File: src/rtl/uart_tx.sv
// uart_tx: byte-wide 8N1/8N2 UART transmitter with a fixed clock divider.
// One character per accepted txen, sent LSB-first; busy covers the whole
// frame, and a request arriving while busy is dropped and latched into ovf.
module uart_tx #(
   parameter int CLKDIV   = 868,
   parameter int STOPBITS = 1
) (
   input  logic       clk,
   input  logic       n_rst,
   input  logic       txen,
   input  logic [7:0] txdata,
   output logic       busy,
   output logic       tx,
   output logic       ovf
);

   localparam int             DW        = (CLKDIV > 1) ? $clog2(CLKDIV) : 1;
   localparam logic [DW-1:0]  DIV_LAST  = DW'(CLKDIV - 1);
   localparam logic           STOP_LAST = 1'(STOPBITS - 1);

   typedef enum logic [1:0] {
      IDLE  = 2'd0,
      START = 2'd1,
      DATA  = 2'd2,
      STOP  = 2'd3
   } state_t;

   state_t          state_r,    state_nxt_s;
   logic [DW-1:0]   div_r,      div_nxt_s;
   logic [2:0]      bit_cnt_r,  bit_cnt_nxt_s;
   logic            stop_cnt_r, stop_cnt_nxt_s;
   logic [7:0]      shift_r,    shift_nxt_s;
   logic            tx_r,       tx_nxt_s;
   logic            busy_r,     busy_nxt_s;
   logic            ovf_r,      ovf_nxt_s;
   logic            tick_s;

   // Bit tick: the divider has reached its last count of the bit period.
   always_comb begin
      tick_s = (div_r == DIV_LAST);
   end

   // Next-state and next-output logic for the frame sequencer.
   always_comb begin
      state_nxt_s    = state_r;
      div_nxt_s      = div_r;
      bit_cnt_nxt_s  = bit_cnt_r;
      stop_cnt_nxt_s = stop_cnt_r;
      shift_nxt_s    = shift_r;
      tx_nxt_s       = tx_r;
      busy_nxt_s     = busy_r;
      // busy_r is the value seen at this edge, so the falling edge counts too
      ovf_nxt_s      = ovf_r | (txen & busy_r);

      // divider free-runs during a frame and wraps on the tick
      if (state_r != IDLE) begin
         div_nxt_s = tick_s ? {DW{1'b0}} : (div_r + {{(DW-1){1'b0}}, 1'b1});
      end else begin
         div_nxt_s = {DW{1'b0}};
      end

      case (state_r)
         IDLE: begin
            tx_nxt_s   = 1'b1;
            busy_nxt_s = 1'b0;
            if (txen) begin
               shift_nxt_s = txdata;
               tx_nxt_s    = 1'b0;
               busy_nxt_s  = 1'b1;
               div_nxt_s   = {DW{1'b0}};
               state_nxt_s = START;
            end else begin
               state_nxt_s = IDLE;
            end
         end
         START: begin
            if (tick_s) begin
               tx_nxt_s      = shift_r[0];
               bit_cnt_nxt_s = 3'd0;
               state_nxt_s   = DATA;
            end else begin
               tx_nxt_s = 1'b0;
            end
         end
         DATA: begin
            if (tick_s) begin
               if (bit_cnt_r == 3'd7) begin
                  tx_nxt_s       = 1'b1;
                  stop_cnt_nxt_s = 1'b0;
                  state_nxt_s    = STOP;
               end else begin
                  shift_nxt_s   = {1'b0, shift_r[7:1]};
                  tx_nxt_s      = shift_r[1];
                  bit_cnt_nxt_s = bit_cnt_r + 3'd1;
               end
            end else begin
               tx_nxt_s = tx_r;
            end
         end
         STOP: begin
            tx_nxt_s = 1'b1;
            if (tick_s) begin
               if (stop_cnt_r == STOP_LAST) begin
                  busy_nxt_s  = 1'b0;
                  state_nxt_s = IDLE;
               end else begin
                  stop_cnt_nxt_s = stop_cnt_r + 1'b1;
               end
            end else begin
               stop_cnt_nxt_s = stop_cnt_r;
            end
         end
         default: begin
            tx_nxt_s    = 1'b1;
            busy_nxt_s  = 1'b0;
            state_nxt_s = IDLE;
         end
      endcase
   end

   // State, counters and registered outputs; reset aborts any frame at once.
   always_ff @(posedge clk) begin
      if (!n_rst) begin
         state_r    <= IDLE;
         div_r      <= {DW{1'b0}};
         bit_cnt_r  <= 3'd0;
         stop_cnt_r <= 1'b0;
         tx_r       <= 1'b1;
         busy_r     <= 1'b0;
         ovf_r      <= 1'b0;
      end else begin
         state_r    <= state_nxt_s;
         div_r      <= div_nxt_s;
         bit_cnt_r  <= bit_cnt_nxt_s;
         stop_cnt_r <= stop_cnt_nxt_s;
         tx_r       <= tx_nxt_s;
         busy_r     <= busy_nxt_s;
         ovf_r      <= ovf_nxt_s;
      end
   end

   // Shift register holds the character; its content is don't-care when idle.
   always_ff @(posedge clk) begin
      shift_r <= shift_nxt_s;
   end

   assign busy = busy_r;
   assign tx   = tx_r;
   assign ovf  = ovf_r;

endmodule
File: config.mk
export PLATFORM = sky130hd
export DESIGN_NAME = uart_tx
export DESIGN_NICKNAME = d
export VERILOG_FILES = /design/src/rtl/uart_tx.sv
export SDC_FILE = /design/constraint.sdc
export NUM_CORES = 1
export LEC_CHECK = 0
export ABC_AREA = 1
export BUFFER_PORTS_ARGS = -buffer_cell sky130_fd_sc_hd__buf_4
export CAP_MARGIN = 10
export CORE_ASPECT_RATIO = 0.9
export CORE_MARGIN = 2
export CORE_UTILIZATION = 57
export CTS_CLUSTER_SIZE = 12
export DETAILED_ROUTE_END_ITERATION = 12
export GPL_TIMING_DRIVEN = 1
export PLACE_DENSITY = 0.8
export SLEW_MARGIN = 20
export SYNTH_ARGS = -nofsm -noshare
export SYNTH_HDL_FRONTEND = slang
export SYNTH_SLANG_ARGS = --single-unit
File: constraint.sdc
create_clock -name clk -period 2.5 [get_ports clk]
set_clock_uncertainty 0.2 [all_clocks]
set_input_delay 0.5 -clock clk [delete_from_list [all_inputs] [get_ports clk]]
set_output_delay 0.5 -clock clk [all_outputs]
set_load 0.02 [all_outputs]
Word level (Yosys, flattened, before mapping)
Index checks and enable logic that the tools add are counted.
{ "word_totals": {"ff_bits": 27, "inputBits": 11, "out_inout_bits": 3, "elab_cells": 69} }
{ "op_classes": {"add_sub_neg": 3, "eq_ne": 12, "mux": 33, "bitwise": 2, "reduce_logical": 11} }
{ "ops": {"columns": ["op", "count"], "rows": [
  ["$mux 10", 4],
  ["$mux 8", 3],
  ["$pmux 8 s2", 1],
  ["$ne 2x2->1 const B", 7],
  ["$mux 1", 12],
  ["$reduce_and 4->1", 3],
  ["$add 10x1->10 const B", 1],
  ["$eq 10x10->1 const B", 1],
  ["$mux 2", 5],
  ["$reduce_bool 2->1", 5],
  ["$mux 3", 3],
  ["$pmux 2 s4", 1],
  ["$pmux 3 s2", 1],
  ["$reduce_and 5->1", 1],
  ["$eq 2x2->1 const B", 2],
  ["$pmux 1 s2", 2],
  ["$pmux 1 s4", 1],
  ["$add 3x1->3 const B", 1],
  ["$eq 3x3->1 const B", 1],
  ["$reduce_and 3->1", 1],
  ["$eq 2x1->1 const B", 1],
  ["$logic_not 2->1", 1],
  ["$add 1x1->1 const B", 1],
  ["$and 1x1->1", 1],
  ["$or 1x1->1", 1]
]} }

Logic depth before layout (Yosys ltp)
Gate-level depths: netlist of run 1.
{ "logic_depth": {"word_depth": 5, "ltp_mapped": 11, "mapped_depth_nobuf": 10} }

Worst setup path after synthesis of run 1
Ideal clock, no wire load.
{ "synth_timing": {"kind": "reg2reg", "startpoint": "register state_r[0]", "endpoint": "register shift_r[0], enable pin", "setup_ps": 370, "t_arrival_ps": 1402, "setup_slack_ps": 528, "path_stages_with_launch": 8, "n_path_buf": 2, "synth_period_minus_slack_ps": 1972, "cell_sequence": "dfxtp_1 -> inv_1 -> ha_1 -> buf_2 -> buf_2 -> nand2_1 -> nand2_1 -> nor2_1"} }
{ "synth_between": {"elab_chain_len": 3} }
{ "synth_rtl": {"columns": ["item", "line", "source"], "rows": [
  ["start, declared", "28", "state_t state_r, state_nxt_s;"],
  ["start signal, assigned", "132", "state_r <= state_nxt_s;"],
  ["$eq 2x2->1 or $logic_not 2->1 (tied branches)", "62", "case (state_r)"],
  ["$ne 2x2->1 (no line) or $reduce_bool 2->1 (tied branches)", null, null],
  ["$reduce_and 4->1 (no line) *", null, null],
  ["end signal, assigned", "144", "shift_r <= shift_nxt_s;"],
  ["end, declared", "32", "logic [7:0] shift_r, shift_nxt_s;"]
]} }
Every way passes the cells marked *; elsewhere a longest branch is shown, timed or not.
A chain may end at the register's enable or synchronous reset.

Worst setup path after layout of run 1
{ "layout_timing": {"startpoint": "register state_r[0]", "endpoint": "register bit_cnt_r[1]"} }
{ "layout_between": {"elab_chain_len": 3} }
{ "layout_rtl": {"columns": ["item", "line", "source"], "rows": [
  ["$eq 2x2->1 or $eq 2x1->1 (tied branches)", "62", null],
  ["$ne 2x2->1 (no line) or $reduce_bool 2->1 (tied branches)", null, null],
  ["$reduce_and 4->1 (no line)", null, null],
  ["end signal, assigned", "134", "bit_cnt_r <= bit_cnt_nxt_s;"],
  ["end, declared", "30", "logic [2:0] bit_cnt_r, bit_cnt_nxt_s;"]
]} }
Several ways; a longest one is shown, not always the timed one.

==> flow_summary.ini, run 1 <==
[outcome]
outcome = finished clean

[clock_network]
cts_tree = built
cts_hold_buf = 0
clkSinkCount = 26
root_buffer = clkbuf_4
clk_pin_slew_ps = 150
postCtsSetupBuffers = 0
cts.repair.resized = 0
clockBufferDepth = 2
insertion_delay_ps = 330
htreeDepth = 1
numCtsBuffers = 3

[setup_path]
worstPathRequired_ps = 2550
r2r_start = state_r[0]
start_kind = flip-flop
crit_arrival_ps = 2080
r2r_slack_ps = 470
r2r_cells = 9
crit_type = reg -> reg
cp-end-kind = flip-flop
crit_fanout = 17
r2r_end = bit_cnt_r[1]

[floorplan]
dieArea_um2 = 2770
io_pins = 14
die_w_um = 55.3
fp.coreArea_um2 = 2200
start_util_pct = 61.2
row_count = 16
die_h_um = 50.1

[synth]
yosysWarnings = 0
synth_xor_area_share_pct = 0.650
synthAdderAreaFrac_pct = 6.50
synth_cells = 181
synth-edff-count = 8
synth-compound-area-share_pct = 7.15
synthSimpleGateAreaFrac_pct = 32.9
synth_fp_nets = 199
synth_top_family_by_area = simple AND/OR/NAND/NOR gates
yosysSeqAreaShare_pct = 44.6
synth.avg_cell_area_um2 = 7.44
ys.flop_type = dfxtp_1
synth_area_um2 = 1350
ys_ff_latch = 26
synth.area.mux_share_pct = 0
synth.distinct_cells = 26
async_flop_share_pct = 0

[sta]
finalHoldViolCount = 0
max-slew-margin-rel_pct = 63.0
fin_crit_sh_pct = 81.3
slew_viol_final = 0
fmax_mhz = 492
rsz0062_at_grt = false
setup_viol = 0
min_period_ps = 2030
tightestPinTransition_ps = 555
fin_setup_tns_ps = 0

[min_path]
min_path_cells = 3
worstHoldEndpoint = ovf
hold_path_class = in -> reg
worstHoldStart = txen

[flow_run]
max_cap_violations = 0

[final_layout]
final_core_util_pct = 69.4
num-fill-cells = 192
register_area_um2 = 601
fin_area_um2 = 1530
final_nets = 216
n_antenna_cell = 0
drive_gt1_share_pct = 16.8
syn2layout_area_growth_pct = 13.5
multi_input_area_um2 = 636

[placed_design]
hpwl_um = 1880
port_buffers = 13
post_dp_cell_area_um2 = 1480
gp_congestion = 0.897

[global_routing]
grt_pass1_wl_um = 4560
grt_use_total_pct = 20.9
globalRouteOverflowTotal = 0
grt_max_degree = 18
grt_pass1_vias = 1088
antenna_found_initial = 0

[detailed_routing]
route.detailed.drc = 0
totalWireLength_um = 2500
avgViaCountPerCell = 4.98
dr.pass1.iters = 5
wl_per_cell_um = 11.1
drt_iter0_drc = 35
vias = 1115
ant_nets = 0

[pwr]
ir_drop_mv = 0.736
power_density_nw_per_um2 = 922
p_leak_nw = 0.704
[synth_stat cells (all sizes together), types with 2 or more instances]
master | count | share of area [%]
inv | 26 | 7.2
nand3 | 6 | 2.6
edfxtp | 8 | 18
nor3 | 6 | 2.6
buf | 2 | 0.74
ha | 7 | 6.5
a21oi | 7 | 2.9
nor2 | 27 | 9.2
nand4 | 2 | 0.93
nand2 | 59 | 17
dfxtp | 18 | 27
o21ai | 7 | 2.6
[cells in the final DEF, fill, tap and decap left out, drive strengths merged, types with 2 or more instances in the layout]
cell type  instances
ha                 7
nand2             59
a21oi              7
nor3               6
edfxtp             8
clkbuf             3
buf               14
nor2              27
inv               26
o21ai              7
dfxtp             18
nand3              6
nand4              2
[area by class of cell]
cell class / count / share of cell area [%]
sequential: 26 / 39.3
multi-input combinational: 126 / 41.6
timing repair buffer: 14 / 6.87
tap: 27 / 2.21
clock inverter: 1 / 1.96
inverter: 27 / 6.63
clock buffer: 3 / 1.47
[cell families (layout without fill, tap and decap cells)]
family	count (synthesis)	count (layout)
flops	26	26
compound gates	17	17
simple gates	101	101
xor+xnor	1	1
buf+inv	29	45
fa+ha+maj	7	7
[through the flow]
stage,hold WS [ps],instances,worst slack [ps],power (mW)
after floorplan,217,181,528,0.980
after global placement,228,220,599,1.09
after detailed placement,237,220,523,1.12
after CTS,200,224,481,1.42
after global routing,221,224,261,1.53
final,194,224,467,1.41
[power breakdown]
part	internal, mW	switching, mW	leakage [nW]
Combinational	0.171	0.325	0.452
Sequential	0.574	0.0472	0.224
Clock	0.162	0.131	0.0279
[state kept, by name, indices dropped and copies added (netlist names)]
signal	flops
div_r	10
shift_r	8
bit_cnt_r	3
state_r	2
busy	1
ovf	1
tx	1
[how the worst max path moves through the flow]
stage / from / endpoint / slack (ps)
6_report: state_r[0] / bit_cnt_r[1] / 470
4_1_cts: state_r[0] / bit_cnt_r[1] / 480
5_1_grt: state_r[0] / bit_cnt_r[1] / 260
2_1_floorplan: state_r[0] / shift_r[0] / 530
3_3_place_gp: state_r[0] / shift_r[4] / 600
3_5_place_dp: state_r[0] / bit_cnt_r[1] / 520
[per-layer routing]
metal  track usage [%]  vias to the layer above  part of all wire, %
li1                  -                      594                    -
met1              24.8                      482                   47
met2              34.9                       29                   46
met3              6.82                       10                  4.7
met4              8.54                        0                  2.4
met5                 0                        -                    0
[critical path: stages (launching register included)]
cell     delay (ps)
dfxtp_1         370
inv_1            90
ha_1            510
nand2_1         160
o21ai_1         130
nand4_1         190
nand2_1         120
o21ai_1          70
inv_1            70
nor2_2           30
Note: power is estimated with default switching activity, not from simulation.
==> run 2, diff against run 1 <==
ABC_AREA = 0   (was 1)
CORE_UTILIZATION = 51   (was 57)
PLACE_DENSITY = 0.76   (was 0.8)
clock period = 1.71 ns   (was 2.5 ns; I/O delays follow)
==> flow_summary.ini, run 2 <==
[outcome]
outcome = finished with violations
violations = negative setup slack

[flow_run]
max_cap_violations = 0

[sta]
rsz0062_at_grt = true
setup_ws_ps = -68.6
max-slew-margin-rel_pct = 73.5
hold_slack_ps = 73.6
slew_viol_final = 0
min_period_ps = 1780
fin_crit_sh_pct = 104
setup_viol = 9
tightestPinTransition_ps = 394
fin_setup_tns_ps = -314
fmax_mhz = 562
finalHoldViolCount = 0

[setup_path]
cp-end-kind = flip-flop
critPathTopFamily = simple AND/OR/NAND/NOR gates
worstPathRequired_ps = 1770
crit_type = reg -> reg
slowest_delay_ps = 360
critPathBufInv = 0
crit_fanout = 2
path_cells = ha_4 > ha_4 > and2b_1 > o2111ai_2 > or3b_1 > a21boi_1
crit_arrival_ps = 1840
start_kind = flip-flop
cp_common_cell = ha_4
cp_slowest_cell = dfxtp_2
r2r_slack_ps = -70

[synth]
synth_fp_nets = 139
synth-edff-count = 8
synth.avg_cell_area_um2 = 10.8
synth_area_um2 = 1310
synth_commonest_cells = dfxtp_1, edfxtp_1, nor2_2
ys_ff_latch = 26
synth.distinct_cells = 41
yosysWarnings = 0
yosys.cell_count.top_type = dfxtp_1
ys.flop_type = dfxtp_1
yosysTopAreaCell = dfxtp_1
yosysSeqAreaShare_pct = 45.9
synth_cells = 121
ys_top_cells_by_area = dfxtp_1, edfxtp_1, ha_1
yosys.area.top_type_share_pct = 27.5
async_flop_share_pct = 0

[final_layout]
layout_common_cells = buf_4, dfxtp_1, nor2_2, edfxtp_1, mux2_2
n_antenna_cell = 0
largest_registers = div_r: 10 flops, shift_r: 8 flops, bit_cnt_r: 3 flops
fin_area_um2 = 1790
top_register = div_r
final_core_util_pct = 73.3
drive_gt1_share_pct = 52.8
final_nets = 180
syn2layout_area_growth_pct = 37.0
largest_register_ffs = 10
final_common_cell = buf_4

[placed_design]
hpwl_um = 1940
port_buffers = 13
post_dp_cell_area_um2 = 1670
gp_congestion = 0.799

[floorplan]
dieArea_um2 = 2990
io_pins = 14
die_h_um = 52.1
die_w_um = 57.4
fp.coreArea_um2 = 2450
start_util_pct = 53.5
row_count = 17

[global_routing]
grt_pass1_vias = 1066
grt_max_degree = 15
grt_use_total_pct = 19.9
globalRouteOverflowTotal = 0
grt_pass1_wl_um = 4510
antenna_found_initial = 0

[detailed_routing]
totalWireLength_um = 2630
wl_met2_um = 1290
dr.pass1.iters = 4
wl_per_cell_um = 13.9
routed.top_layer = met4
wirelength_met1_um = 1210
route.detailed.drc = 0
avgViaCountPerCell = 5.44
vias = 1028
ant_nets = 0
drt_iter0_drc = 22
wl_met3_um = 88

[clock_network]
numCtsBuffers = 3
htreeDepth = 1
clk_pin_slew_ps = 140
insertion_delay_ps = 330
root_buffer = clkbuf_4
clkSinkCount = 26
clockBufferDepth = 2
cts_tree = built

[pwr]
sw_frac_of_total_pct = 33.6
clkPwrFrac_pct = 12.1
p_leak_nw = 0.690
intPower_mw = 1.47
total_power_mw = 2.21
share_comb_of_total_power_pct = 45.6
switchingPower_mw = 0.744
seq_power_share_pct = 42.3
ir_drop_mv = 0.992
power_density_nw_per_um2 = 1230

[min_path]
hold_path_class = in -> reg
[run 2: power groups by stage]
stage	Clock (mW)	Combinational, mW	Sequential [mW]
floorplan	0	0.560	0.942
global placement	0	0.876	0.922
detailed placement	0	0.902	0.934
CTS	0.274	0.900	0.920
global route	0.296	1.10	0.952
finish	0.268	1.01	0.935
[run 2: layout make-up]
class / instances / area (µm²)
clock buffers: 3 / 22.5
fillers: 176 / 653
multi-input cells: 86 / 787
inverters: 3 / 11.3
flip-flops and latches: 26 / 611
well taps: 28 / 35.0
clock inverters: 1 / 3.75
repair buffers: 42 / 323
[run 2: through the flow]
| stage | cells | worst slack [ps] |
|---|---|---|
| floorplan | 121 | -76.9 |
| global placement | 182 | -19.6 |
| detailed placement | 182 | -72.7 |
| CTS | 187 | -42.9 |
| global route | 189 | -152 |
| finish | 189 | -68.6 |
[run 2: timing repair]
item,4_1_cts,5_1_grt
gates cloned,0,1
resized for setup,12,13
setup endpoints to repair,24,23
pin swaps,0,4
setup buffers,2,1
hold buffers,0,0
[run 2: layer usage]
metal | global-route usage [%] | vias up
li1 | - | 516
met1 | 23.6 | 485
met2 | 34.1 | 22
met3 | 3.48 | 5
met4 | 10.9 | 0
met5 | 0 | -
[run 2: final timing paths]
kind	from	endpoint	cells after the start
worst max register to register	bit_cnt_r[1]	bit_cnt_r[0]	6
worst min register to register	bit_cnt_r[1]	bit_cnt_r[1]	2
worst max-delay path	bit_cnt_r[1]	bit_cnt_r[0]	6
worst min-delay path	n_rst	tx	2
[run 2: cell families (layout without fill, tap and decap cells)]
group                    after synthesis  in the layout  synth area share, %
buffers and inverters                 10             49                 4.21
adder cells (fa/ha/maj)                7              7                 6.69
flip-flops                            26             26                 45.9
multiplexers                          10             10                 8.32
AO/OA/AOI/OAI                         19             19                 10.3
AND/OR/NAND/NOR                       42             43                 19.9
XOR/XNOR                               7              7                 4.68
==> run 3, diff against run 2 <==
ABC_AREA = 1   (was 0)
PLACE_DENSITY = 0.75   (was 0.76)
==> flow_summary.ini, run 3 (synthesis results as in run 1) <==
[global_routing]
antenna_found_initial = 0
grt_max_degree = 15
grt_pass1_wl_um = 4920
grt_use_total_pct = 21.4
grt_pass1_vias = 1189
globalRouteOverflowTotal = 0

[final_layout]
largest_register_ffs = 10
n_antenna_cell = 0
top_register = div_r
fin_area_um2 = 1670
final_core_util_pct = 66.9
final_nets = 226
layout_common_cells = nand2_1, inv_1, buf_4, nor2_1, dfxtp_1
largest_registers = div_r: 10 flops, shift_r: 8 flops, bit_cnt_r: 3 flops
final_common_cell = nand2_1
syn2layout_area_growth_pct = 23.6
drive_gt1_share_pct = 29.0

[sta]
rsz0062_at_grt = true
fin_crit_sh_pct = 98.2
finalHoldViolCount = 0
max-slew-margin-rel_pct = 80.4
setup_viol = 0
tightestPinTransition_ps = 291
min_period_ps = 1680
setup_ws_ps = 30.7
fin_setup_tns_ps = 0
slew_viol_final = 0
hold_slack_ps = 45.8
fmax_mhz = 595

[clock_network]
cts_hold_buf = 0
root_buffer = clkbuf_4
cts_tree = built
numCtsBuffers = 3
clk_pin_slew_ps = 140
clkSinkCount = 26
clockBufferDepth = 2
htreeDepth = 1
insertion_delay_ps = 320

[setup_path]
cp_slowest_cell = dfxtp_4
crit_arrival_ps = 1510
r2r_start = div_r[0]
r2r_cells = 7
startpoint = div_r[0]
crit_type = reg -> reg
cp-end-kind = flip-flop
cp_common_cell = nand2_2
crit_fanout = 8
slowest_delay_ps = 390
start_kind = flip-flop
critPathBufInv = 0
r2r_end = shift_r[7]
path_cells = ha_4 > nand2_2 > nor2_4 > nand3_2 > nand2_2 > nand2_2 > nor2_4
worstPathRequired_ps = 1540
critPathTopFamily = simple AND/OR/NAND/NOR gates
r2r_slack_ps = 30

[min_path]
min_path_cells = 3
worstHoldStart = txen
worstHoldEndpoint = ovf
hold_path_class = in -> reg

[placed_design]
place_ws_ps = -40.5
hpwl_um = 2180
gp_congestion = 0.883
post_dp_cell_area_um2 = 1540
port_buffers = 13

[pwr]
ir_drop_mv = 0.772
power_density_nw_per_um2 = 1270
p_leak_nw = 0.748

[detailed_routing]
route.detailed.drc = 0
avgViaCountPerCell = 5.03
wl_per_cell_um = 12.0
ant_nets = 0
drt_iter0_drc = 30
totalWireLength_um = 2820
dr.pass1.iters = 4
vias = 1181

[floorplan]
row_count = 17
die_h_um = 52.8
fp.coreArea_um2 = 2490
die_w_um = 58.2
io_pins = 14
start_util_pct = 54.1
dieArea_um2 = 3070

[outcome]
outcome = finished clean

[flow_run]
max_cap_violations = 0
==> run 3: cell count changes in the layout (fill, tap and decap cells not counted), moves of 4 or more <==
cell	before	now
mux2_2	7	0
nand2_1	6	52
nor2_1	1	18
inv_1	2	23
buf_4	40	23
xor2_1	4	0
nor3_1	0	5
nand2_2	1	7
==> run 3: how the worst max path moves through the flow <==
stage	endpoint	slack (ps)	depth (start not counted)
2_1_floorplan	shift_r[0]	9	7
3_3_place_gp	shift_r[7]	4	3
3_5_place_dp	shift_r[7]	-40	3
4_1_cts	shift_r[7]	20	7
5_1_grt	shift_r[5]	-80	7
6_report	shift_r[7]	30	7
==> run 3: report_power, final <==
group	internal, mW	total (mW)	switching, mW
registers	0.850	0.928	0.0775
logic	0.346	0.876	0.530
clock network	0.130	0.316	0.186
total	1.33	2.12	0.793
==> run 3: per-layer routing <==
| metal | vias up | GRT usage, % | routed length (µm) |
|---|---|---|---|
| met5 | - | 0 | 0 |
| met4 | 0 | 10.9 | 55 |
| met3 | 6 | 2.72 | 92 |
| met2 | 28 | 36.6 | 1310 |
| met1 | 530 | 26.5 | 1370 |
| li1 | 617 | - | - |
==> run 3: area by class of cell <==
type                            count  area [µm²]
Clock buffer                        4        36.3
Fill cell                         209         823
Inverter                           27         101
Multi-Input combinational cell    126         699
Sequential cell                    26         609
Tap cell                           28        35.0
Timing Repair Buffer               24         184
==> run 3: stage by stage <==
stage / std cells / total power, mW
2_1_floorplan: 181 / 1.47
5_1_grt: 235 / 2.30
3_3_place_gp: 228 / 1.69
4_1_cts: 233 / 2.07
3_5_place_dp: 228 / 1.73
6_report: 235 / 2.12
==> run 3: worst reg2reg max path: cells and delay by family (launching register included) <==
family	cells	cell delay [ps]
adder cells (fa/ha/maj)	1	130
flip-flops	1	390
AND/OR/NAND/NOR	6	660
==> run 3: repair_timing <==
| action | 4_1_cts | 5_1_grt |
|---|---|---|
| setup endpoints to repair | 17 | 23 |
| hold endpoints to repair | 0 | 0 |
| buffers inserted | 1 | 2 |
| pin swaps | 3 | 10 |
| resized for setup | 7 | 12 |
